## src/rtl/data_buffer.sv

```systemverilog
// Shared 64x8 FIFO between the USB packet path and the host data path.
// Push/pop strobes from either side act on one storage array; read data is registered per sink.
module data_buffer #(
    parameter int DATA_W = 8,
    parameter int DEPTH  = 64,
    parameter int OCC_W  = 7
) (
    input  logic              clk,
    input  logic              n_rst,
    input  logic              store_rx_packet_data,
    input  logic              store_tx_data,
    input  logic              get_rx_data,
    input  logic              get_tx_packet_data,
    input  logic              flush,
    input  logic              clear,
    input  logic [DATA_W-1:0] rx_packet_data,
    input  logic [DATA_W-1:0] tx_data,
    output logic [OCC_W-1:0]  buffer_occupancy,
    output logic [DATA_W-1:0] rx_data,
    output logic [DATA_W-1:0] tx_packet_data
);

    localparam int PTR_W = $clog2(DEPTH);

    logic [DATA_W-1:0] mem_q [DEPTH];

    logic [PTR_W-1:0]  wr_ptr_q, wr_ptr_d;
    logic [PTR_W-1:0]  rd_ptr_q, rd_ptr_d;
    logic [OCC_W-1:0]  occ_q, occ_d;
    logic [DATA_W-1:0] rx_data_q, rx_data_d;
    logic [DATA_W-1:0] tx_packet_data_q, tx_packet_data_d;

    logic              empty_of;
    logic              full_of;
    logic              do_clr;
    logic              do_push;
    logic              do_pop;
    logic [DATA_W-1:0] wr_byte;
    logic [DATA_W-1:0] rd_byte;

    always_comb begin
        empty_of = (occ_q == '0);
        full_of  = (occ_q == OCC_W'(DEPTH));
        do_clr   = flush | clear;
        // Full/empty are judged on the current count, so a push into an empty
        // buffer never forwards to a same-cycle pop.
        do_push  = (store_rx_packet_data | store_tx_data) & ~full_of & ~do_clr;
        do_pop   = (get_rx_data | get_tx_packet_data) & ~empty_of & ~do_clr;
        wr_byte  = store_rx_packet_data ? rx_packet_data : tx_data;
        rd_byte  = mem_q[rd_ptr_q];
    end

    always_comb begin
        wr_ptr_d         = wr_ptr_q;
        rd_ptr_d         = rd_ptr_q;
        occ_d            = occ_q;
        rx_data_d        = rx_data_q;
        tx_packet_data_d = tx_packet_data_q;

        if (do_clr) begin
            wr_ptr_d = '0;
            rd_ptr_d = '0;
            occ_d    = '0;
        end else begin
            if (do_push) begin
                wr_ptr_d = wr_ptr_q + PTR_W'(1);
            end
            if (do_pop) begin
                rd_ptr_d = rd_ptr_q + PTR_W'(1);
                if (get_rx_data) begin
                    rx_data_d = rd_byte;
                end
                if (get_tx_packet_data) begin
                    tx_packet_data_d = rd_byte;
                end
            end
            case ({do_push, do_pop})
                2'b10:   occ_d = occ_q + OCC_W'(1);
                2'b01:   occ_d = occ_q - OCC_W'(1);
                default: occ_d = occ_q;
            endcase
        end
    end

    always_ff @(posedge clk) begin
        if (n_rst) begin
            wr_ptr_q         <= '0;
            rd_ptr_q         <= '0;
            occ_q            <= '0;
            rx_data_q        <= '0;
            tx_packet_data_q <= '0;
        end else begin
            wr_ptr_q         <= wr_ptr_d;
            rd_ptr_q         <= rd_ptr_d;
            occ_q            <= occ_d;
            rx_data_q        <= rx_data_d;
            tx_packet_data_q <= tx_packet_data_d;
        end
    end

    // Storage carries no reset; stale entries are unreachable once the pointers clear.
    always_ff @(posedge clk) begin
        if (do_push && !n_rst) begin
            mem_q[wr_ptr_q] <= wr_byte;
        end
    end

    assign buffer_occupancy = occ_q;
    assign rx_data          = rx_data_q;
    assign tx_packet_data   = tx_packet_data_q;

endmodule

```

## config.mk

```make
export PLATFORM = sky130hd
export DESIGN_NAME = data_buffer
export DESIGN_NICKNAME = d
export VERILOG_FILES = /design/src/rtl/data_buffer.sv
export SDC_FILE = /design/constraint.sdc
export NUM_CORES = 1
export LEC_CHECK = 0
export BUFFER_PORTS_ARGS = -buffer_cell sky130_fd_sc_hd__buf_2
export CORE_ASPECT_RATIO = 1.1
export CORE_UTILIZATION = 55
export CTS_BUF_LIST = sky130_fd_sc_hd__clkbuf_4
export DETAILED_ROUTE_END_ITERATION = 12
export PLACE_DENSITY = 0.68
export SYNTH_ARGS = -nofsm -noshare
export SYNTH_HDL_FRONTEND = slang
export SYNTH_SLANG_ARGS = --single-unit
```

## constraint.sdc

```tcl
create_clock -name clk -period 5.3 [get_ports clk]
set_clock_uncertainty 0.1 [all_clocks]
set_input_delay 1.59 -clock clk [delete_from_list [all_inputs] [get_ports clk]]
set_output_delay 1.59 -clock clk [all_outputs]
set_load 0.01 [all_outputs]
```

Word level (Yosys, flattened, before mapping)
Memory sizes are Yosys's and may differ from the RTL's. A register that Yosys moved wholly into a read port is not among the register bits.
Index checks and enable logic that the tools add are counted.
{"block": "totals", "n_memories": 1, "regBits": 35, "word_cells": 36, "mem_bits_rw": 512}
{"name": "mem_q", "words": 64, "width": 8, "rd": 1, "rd_clocked_by_memory_dff": 1, "write_ports": 1, "line": "25", "source": "logic [DATA_W-1:0] mem_q [DEPTH];"}
{"block": "classes", "n_addsub": 4, "n_eq_ne": 3, "bitwise": 10, "mux": 6, "reduce_logical": 7}
{"operator": "7-bit case mux with 2 select lines", "count": 1}
{"operator": "6-bit by 1-bit adder with 6-bit output (second input constant)", "count": 2}
{"operator": "6-bit 2-to-1 mux", "count": 2}
{"operator": "8-bit 2-to-1 mux", "count": 1}
{"operator": "7-bit by 1-bit adder with 7-bit output (second input constant)", "count": 1}
{"operator": "7-bit == test (second input constant)", "count": 1}
{"operator": "7-bit zero test", "count": 1}
{"operator": "7-bit by 1-bit subtractor with 7-bit output (second input constant)", "count": 1}
{"operator": "3-bit AND reduction", "count": 2}
{"operator": "1-bit AND", "count": 4}
{"operator": "1-bit inverter", "count": 3}
{"operator": "1-bit bitwise OR", "count": 3}
{"operator": "2-bit by 1-bit == test with 1-bit output (second input constant)", "count": 1}
{"operator": "2-bit == test (second input constant)", "count": 1}
{"operator": "1-bit 2-to-1 mux", "count": 2}
{"operator": "2-bit nonzero test", "count": 1}
{"operator": "2-bit OR reduction", "count": 1}
{"operator": "1-bit logical AND", "count": 1}
{"operator": "1-bit zero test", "count": 1}

Depth between registers and ports, before layout
Gate-level depths: netlist of run 1.
{"block": "logic_depth", "depth_word": 7, "mapped_depth": 12, "depth_no_buf": 11}

Worst setup path after synthesis of run 1
No wires, ideal clock.
{"block": "synth_timing", "path_type": "input -> register", "from": "input port clear", "to": "register occ_q[6], in the netlist buffer_occupancy[6]", "path_stages": 11, "t_required_ps": 5073, "slack_ps": 1062, "arrival_time_ps": 4011, "setup_time_ps": 127, "cell_sequence": "or2_1 > a311oi_2 > inv_1 > ha_1 > fa_1 > a21oi_1 > o21bai_1 > a211o_1 > o311ai_0 > xnor2_1 > nor2_1"}
{"block": "synth_via", "elab_chain_cells": 5, "elab_cells_between_ends": 9}
{"item": "from (decl)", "line": "15", "source": "input logic clear,"}
{"item": "1-bit bitwise OR *", "line": "44", "source": "do_clr = flush | clear;"}
{"item": "1-bit inverter (no line)"}
{"item": "1-bit AND, on equally long branches", "line": "48, 47"}
{"item": "2-bit by 1-bit == test with 1-bit output / 2-bit == test (equally long branches)", "line": "77", "source": "case ({do_push, do_pop})"}
{"item": "7-bit case mux with 2 select lines / 2-bit nonzero test (equally long branches)"}
{"item": "to (signal assigned)", "line": "89", "source": "occ_q <= '0;"}
{"item": "to (signal assigned)", "line": "95", "source": "occ_q <= occ_d;"}
{"item": "to (decl)", "line": "29", "source": "logic [OCC_W-1:0] occ_q, occ_d;"}
Mark *: on every way between the ends. The rest lies on a longest branch, timed or not.
A chain may end at the register's enable or synchronous reset.

Final worst setup path of run 1
{"block": "layout_timing", "from": "input port clear", "to": "memory mem_q[12][1], enable pin"}
{"block": "layout_via", "elab_chain_cells": 6}
{"item": "1-bit bitwise OR", "line": "44"}
{"item": "1-bit inverter (no line)"}
{"item": "1-bit AND", "line": "47", "source": "do_push = (store_rx_packet_data | store_tx_data) & ~full_of & ~do_clr;"}
{"item": "1-bit logical AND", "line": "103", "source": "if (do_push && !n_rst) begin"}
{"item": "1-bit 2-to-1 mux", "line": "103"}
{"item": "1-bit 2-to-1 mux (not written as such)", "line": "104", "source": "mem_q[wr_ptr_q] <= wr_byte;"}
{"item": "to (decl)", "line": "25"}
Every way passes these cells.

==> qor.yml, run 1 <==
syn_area_um2: 21800
ys_types: 59
grt_overflow_total: 0
regArea_um2: 16200
worst_supply_voltage_drop_on_vdd_mv: 0.186
count_of_final_hold_check_violations: 0
design_area_um2: 24300
rsz0062_at_grt: "no"
r2r-end: "rx_data[1]"
drt_wl_total_um: 51300
synth_enable_flop_cells: 512
hold_end: "tx_packet_data[4]"
worstPathRequired_ns: 5.65
insertion_delay_of_the_later_clocked_pin_in_the_worst_skew_pair_ns: 0.86
synth_flop_cell: "sky130_fd_sc_hd__edfxtp_1"
hp-start: "tx_packet_data[4]"
netlist_instances: 1178
critPathLaunchType: "input pin"
die_width_um: 192
ff2ff_setup_slack_ns: 1.75
power_leakage_nw: 7.65
pwr-share-seq_pct: 56.5
core_region_area_um2: 39100
fp.dieH_um: 211
ctsHoldBuffers: 0
dp_worst_setup_slack_ns: 0.658
critical_path_depth: 7
finalWeightedCongestion: 0.862
crit_path_cell_trace: "buf_2 > or2_1 > a311oi_2 > inv_1 > nor3_1 > nand2_1 > nor2_1"
clock_path_buffers: 3
min_path_cells: 2
detailedPlacementHpwl_um: 32000
finalWorstPathRequiredPeriod_ns: 3.80
routed_wire_length_per_instance_um: 26.5
final_critical_path_setup_slack_ns: 1.50
routed-via-count: 11871
tritoncts_num_sinks: 553
detailedRoute.firstIterationViolations: 1191
worstRegToRegCells: 8
drv.max_cap_violation_count: 0
p_switching_mw: 1.77
nNetsFinal: 1370
crit_type: "in -> reg"
grt_max_degree: 65
holdCritPathClass: "reg -> reg"
synthesis.yosys.warnings: 0
final_max_slew_viol_count: 0
topRoutingLayerUsed: "met4"
synthesized_nets: 1211
grt_pass1_vias: 12038
setup_viol: 0
fp.dieArea_um2: 40400
clock-root-buffer: "sky130_fd_sc_hd__clkbuf_4"
grt_first_pass_wirelength_um: 76000
finalCritPeriodShare_pct: 71.7
drtPass1Iterations: 7
tritoncts: "yes"
ios: 47
antenna_found_initial: 1
internal_power_mw: 6.72
synth.ff_latch_count: 553
switching_share_pct: 20.9
placement.cell_area_um2: 22600
power.density_nw_per_um2: 350
timing.critical_path.buf_inv: 2
ant_nets: 0
cts_buffer_count: 134
timing.fmax_mhz: 263
area.growth.synth_to_final_pct: 11.5
synth-async-reset-ratio_pct: 0
pnr_total_power_mw: 8.49
slowest_stage: "sky130_fd_sc_hd__nor2_1"
wl_met2_um: 24500
commonest_cells_after_routing_fill_and_taps_aside: "512 x sky130_fd_sc_hd__edfxtp_1, 184 x sky130_fd_sc_hd__clkbuf_4, 104 x sky130_fd_sc_hd__nor2_1, 92 x sky130_fd_sc_hd__mux4_2, 83 x sky130_fd_sc_hd__mux2i_1"
multiInputGateArea_um2: 5230
power.share.combinational_pct: 1.9
yosysSeqAreaShare_pct: 74.3
synth.avg_cell_area_um2: 18.5
worst-path-max-fanout: 8
num-fill-cells: 2821
initial_core_util_pct: 55.8
detailroute.wirelength.met3_um: 4420
drc_errors_left: 0
crit_family: "simple AND/OR/NAND/NOR gates"
cts_repair_resize_count: 0
result_of_the_run: "completed"
deepest_level_of_the_cts_h_tree: 4
worst_slew_margin_rel_pct: 19.2
met1Wirelength_um: 21100
cts.clk_slew.worst_paths_ns: 0.06
grt_util_all_layers_pct: 26.6
most_frequent_standard_cell_in_the_layout_excluding_fill_and_tap_cells: "sky130_fd_sc_hd__edfxtp_1"
power.share.clock_pct: 41.6
viasPerCell: 6.14
final.hold.worst_slack_ns: 0.352
post_route_cells_drive_above_1_share_pct: 27.9
critPathCaptureType: "flop"
row_count: 76
number_of_buffers_added_on_ports: 46
setup-tns-final_ns: 0
crit_path_max_incr_delay_ns: 0.76
arrival_ns: 4.15
cts_post_setup_buffers_inserted: 0
timing_worst_slew_pin_value_ns: 1.21
## cells in the mapped netlist (2+ instances only)
cell type | number | area [µm²]
sky130_fd_sc_hd__a32o_1 | 4 | 40.0
sky130_fd_sc_hd__or3b_2 | 2 | 17.5
sky130_fd_sc_hd__nor4_1 | 4 | 25.0
sky130_fd_sc_hd__a21oi_1 | 18 | 90.1
sky130_fd_sc_hd__and3_1 | 2 | 12.5
sky130_fd_sc_hd__o221ai_1 | 2 | 17.5
sky130_fd_sc_hd__xnor2_1 | 7 | 61.3
sky130_fd_sc_hd__nand2_1 | 47 | 176
sky130_fd_sc_hd__o21ai_0 | 8 | 40.0
sky130_fd_sc_hd__a31oi_1 | 6 | 37.5
sky130_fd_sc_hd__nand3_1 | 26 | 130
sky130_fd_sc_hd__a22oi_1 | 23 | 173
sky130_fd_sc_hd__nor2b_1 | 11 | 68.8
sky130_fd_sc_hd__clkbuf_1 | 14 | 52.6
sky130_fd_sc_hd__or2_2 | 2 | 12.5
sky130_fd_sc_hd__or3_1 | 3 | 18.8
sky130_fd_sc_hd__ha_1 | 8 | 100
sky130_fd_sc_hd__buf_1 | 7 | 26.3
sky130_fd_sc_hd__o21bai_1 | 2 | 15.0
sky130_fd_sc_hd__nand4_1 | 7 | 43.8
sky130_fd_sc_hd__mux2_2 | 9 | 101
sky130_fd_sc_hd__dfxtp_1 | 41 | 821
sky130_fd_sc_hd__nand2b_1 | 7 | 43.8
sky130_fd_sc_hd__mux4_2 | 92 | 2070
sky130_fd_sc_hd__o22ai_1 | 16 | 100
sky130_fd_sc_hd__nor2_1 | 104 | 390
sky130_fd_sc_hd__edfxtp_1 | 512 | 15400
sky130_fd_sc_hd__nor3_1 | 6 | 30.0
sky130_fd_sc_hd__o41a_1 | 4 | 45.0
sky130_fd_sc_hd__o21ai_1 | 7 | 35.0
sky130_fd_sc_hd__buf_6 | 8 | 90.1
sky130_fd_sc_hd__nand3b_1 | 3 | 22.5
sky130_fd_sc_hd__a311oi_2 | 2 | 30.0
sky130_fd_sc_hd__a221oi_2 | 2 | 30.0
sky130_fd_sc_hd__o22a_1 | 2 | 17.5
sky130_fd_sc_hd__buf_2 | 21 | 105
sky130_fd_sc_hd__xor2_1 | 8 | 70.1
sky130_fd_sc_hd__nor3b_1 | 3 | 22.5
sky130_fd_sc_hd__and2_1 | 2 | 12.5
sky130_fd_sc_hd__buf_12 | 2 | 40.0
sky130_fd_sc_hd__a22o_1 | 10 | 87.6
sky130_fd_sc_hd__buf_4 | 6 | 45.0
sky130_fd_sc_hd__mux2i_1 | 83 | 831
sky130_fd_sc_hd__a221oi_1 | 8 | 70.1
sky130_fd_sc_hd__inv_1 | 3 | 11.3
## worst min-delay path, stage by stage (launching register included)
cell	delay [ns]
sky130_fd_sc_hd__dfxtp_1	0.32
sky130_fd_sc_hd__nand2_1	0.04
sky130_fd_sc_hd__o21ai_0	0.06
## layout make-up
cell class / count / area share [%]
tap: 507 / 2.61
sequential: 553 / 66.7
antenna: 1 / 0.0103
clock buffer: 184 / 5.69
clock inverter: 40 / 1.36
inverter: 3 / 0.0464
timing repair buffer: 81 / 2.03
multi-input combinational: 564 / 21.5
## cell families (layout without fill, tap and decap cells)
kind of cell | count (synthesis) | after routing | share of synthesized area (%)
other | 0 | 1 | 0
muxes | 184 | 184 | 13.8
xor gates and xnor gates | 15 | 15 | 0.603
adders and majority gates | 9 | 9 | 0.551
and+or+nand+nor | 236 | 236 | 4.99
AOI/OAI and AO/OA | 120 | 120 | 4.04
DFF | 553 | 553 | 74.3
buffers and inverters | 61 | 308 | 1.70
## worst max-delay path by stage
stage | to | start | slack (ns)
2_1_floorplan | buffer_occupancy[6] | clear | 1.06
3_3_place_gp | buffer_occupancy[6] | clear | 0.73
5_1_grt | buffer_occupancy[6] | clear | 1.35
4_1_cts | buffer_occupancy[6] | clear | 1.58
6_report | mem_q[12][1] | clear | 1.50
3_5_place_dp | buffer_occupancy[6] | clear | 0.66
## registers in the layout (all words and copies together) (netlist names), named ones only
register / cells
mem_q: 512
rx_data: 8
tx_packet_data: 8
buffer_occupancy: 7
rd_ptr_q: 6
wr_ptr_q: 6
## routing by layer
layer / vias up / track usage (%)
met5: - / 0
met2: 602 / 40.7
met3: 69 / 6.25
met4: 0 / 10.6
li1: 5142 / -
met1: 6058 / 37.3
## power groups by stage
stage          clock [mW]  combinational (mW)  sequential, mW
2_1_floorplan           0              0.0686            4.89
3_3_place_gp            0               0.157            4.89
3_5_place_dp            0               0.160            4.89
4_1_cts              3.59               0.160            4.80
5_1_grt              3.80               0.170            4.79
6_report             3.53               0.161            4.80
## metrics by stage
stage                     std cells  utilization (%)
after floorplan                1178                -
after global placement         1708             57.8
after detailed placement       1708             57.8
after CTS                      1932             62.1
after global routing           1933             62.2
final                          1933             62.2
Power figures use the tool's default switching activity.
==> run 2, diff against run 1 <==
PLACE_DENSITY = 0.71   (was 0.68)
clock period = 3.1 ns   (was 5.3 ns; I/O delays follow)
==> run 2 against run 1 <==
Against the previous run:
- power up 70%
- combinational power up 76%
- register-to-register slack worse by 1.5 ns
- via count up 2.4%
- count of clock-buffer cells in the layout up 8
- die area unchanged
- clock power up 69%
- sequential power up 71%
- global-route usage down 1.0 points
- sequential share of layout area down 2.7 points
- critical path type is now reg -> reg
==> qor.yml, run 2 (same netlist as run 1, synthesis figures left out) <==
clock_path_buffers: 3  # unchanged
pnr_total_power_mw: 14.4  # +70%
tritoncts: "yes"
wl_met2_um: 24200  # -1.2%
largest_register_ffs: 512  # unchanged
insertion_delay_of_the_later_clocked_pin_in_the_worst_skew_pair_ns: 0.82  # -0.04 ns
drt_wl_total_um: 49300  # -3.9%
timing.fmax_mhz: 346
met1Wirelength_um: 19200  # -9.0%
cts_repair_resize_count: 0  # unchanged
ctsHoldBuffers: 0  # unchanged
cts_post_setup_buffers_inserted: 0  # unchanged
final.hold.worst_slack_ns: 0.316  # -0.0362 ns
initial_core_util_pct: 55.8  # unchanged
drtPass1Iterations: 7  # unchanged
core_region_area_um2: 39100  # unchanged
grt_max_degree: 65  # unchanged
arrival_ns: 3.55  # -0.60 ns
tritoncts_num_sinks: 553  # unchanged
area.growth.synth_to_final_pct: 16.2
finalWeightedCongestion: 0.883  # +2.4%
timing_worst_slew_pin_value_ns: 1.11  # -0.102 ns
worst-path-max-fanout: 26  # +18
power_leakage_nw: 8.30  # +8.5%
clock-root-buffer: "sky130_fd_sc_hd__clkbuf_4"
power.density_nw_per_um2: 570  # +63%
finalCritPeriodShare_pct: 93.1
post_route_cells_drive_above_1_share_pct: 34.1  # +6.1 points
finalWorstPathRequiredPeriod_ns: 2.89
crit_type: "reg -> reg"
ant_nets: 0  # unchanged
detailedRoute.firstIterationViolations: 1266  # +6.3%
result_of_the_run: "completed"
most_frequent_standard_cell_in_the_layout_excluding_fill_and_tap_cells: "sky130_fd_sc_hd__edfxtp_1"
nNetsFinal: 1484  # +8.3%
commonest_cells_after_routing_fill_and_taps_aside: "512 x sky130_fd_sc_hd__edfxtp_1, 192 x sky130_fd_sc_hd__clkbuf_4, 139 x sky130_fd_sc_hd__buf_4, 104 x sky130_fd_sc_hd__nor2_1, 92 x sky130_fd_sc_hd__mux4_2"
worst_slew_margin_rel_pct: 25.1  # +5.8 points
ios: 47  # unchanged
worst_supply_voltage_drop_on_vdd_mv: 0.328  # +76%
hp-start: "get_tx_packet_data"
rsz0062_at_grt: "no"
fp.dieArea_um2: 40400  # unchanged
count_of_final_hold_check_violations: 0  # unchanged
deepest_level_of_the_cts_h_tree: 4  # unchanged
cts_buffer_count: 134  # unchanged
cts.clk_slew.worst_paths_ns: 0.07  # about the same
number_of_buffers_added_on_ports: 46  # unchanged
setup_viol: 0  # unchanged
drv.max_cap_violation_count: 0  # unchanged
routed_wire_length_per_instance_um: 24.0  # -9.5%
critPathCaptureType: "flop"
detailroute.wirelength.met3_um: 4380  # -1.1%
viasPerCell: 5.92  # -3.5%
grt_pass1_vias: 12434  # +3.3%
fp.dieH_um: 211  # unchanged
antenna_found_initial: 1  # unchanged
detailedPlacementHpwl_um: 31900  # about the same
die_width_um: 192  # unchanged
grt_util_all_layers_pct: 25.6  # -1.0 points
register_name_with_the_most_flops: "mem_q"
topRoutingLayerUsed: "met4"
grt_overflow_total: 0  # unchanged
final_critical_path_setup_slack_ns: 0.214  # -1.29 ns
dp_worst_setup_slack_ns: -0.186  # -0.844 ns
row_count: 76  # unchanged
drc_errors_left: 0  # unchanged
routed-via-count: 12158  # +2.4%
grt_first_pass_wirelength_um: 73900  # -2.8%
critPathLaunchType: "flop"
holdCritPathClass: "in -> reg"
final_max_slew_viol_count: 0  # unchanged
worstPathRequired_ns: 3.76  # -1.89 ns
==> run 2: layout make-up <==
| cell class | count | area, µm² |
|---|---|---|
| multi-input combinational | 564 | 5290 |
| clock buffer | 192 | 1440 |
| sequential | 553 | 16200 |
| timing repair buffer | 195 | 1470 |
| inverter | 3 | 11.3 |
| fill | 2677 | 13800 |
| clock inverter | 37 | 265 |
| tap | 507 | 634 |
| antenna | 1 | 2.50 |
==> run 2: routing by layer <==
metal	vias to the layer above	global-route usage (%)
li1	5384	-
met1	6109	33.2
met5	-	0
met4	0	11.2
met3	97	6.91
met2	568	40.8
==> run 2: metrics by stage <==
stage	setup TNS, ns	instance area (µm²)	util (%)	instances
after floorplan	-0.125	21900	-	1178
after global routing	0	25300	64.8	2052
after global placement	-0.208	23600	60.4	1822
final	0	25300	64.8	2052
after detailed placement	-0.397	23600	60.4	1822
after CTS	0	25300	64.8	2051
==> run 2: critical path: stages, from the launching register on <==
cell and delay, ns:
sky130_fd_sc_hd__dfxtp_4 0.54, sky130_fd_sc_hd__buf_12 0.27, sky130_fd_sc_hd__mux4_2 0.27, sky130_fd_sc_hd__mux2i_1 0.14, sky130_fd_sc_hd__nand2_1 0.11, sky130_fd_sc_hd__o21ai_0 0.09
sky130_fd_sc_hd__o41ai_1 0.97, sky130_fd_sc_hd__a32o_1 0.28
==> run 2: final timing paths <==
kind                       endpoint  slack (ns)  depth (start not counted)
setup / recovery  tx_packet_data[3]        0.21                          7
hold / removal    tx_packet_data[2]        0.32                          2
setup reg to reg  tx_packet_data[3]        0.21                          7
hold reg to reg          rx_data[5]        0.35                          2
==> run 2: power breakdown <==
group | internal [mW] | switching, mW | total, mW
sequential | 8.20 | 0.00166 | 8.20
combinational | 0.0684 | 0.215 | 0.284
clock | 3.18 | 2.77 | 5.95
total | 11.4 | 2.99 | 14.4
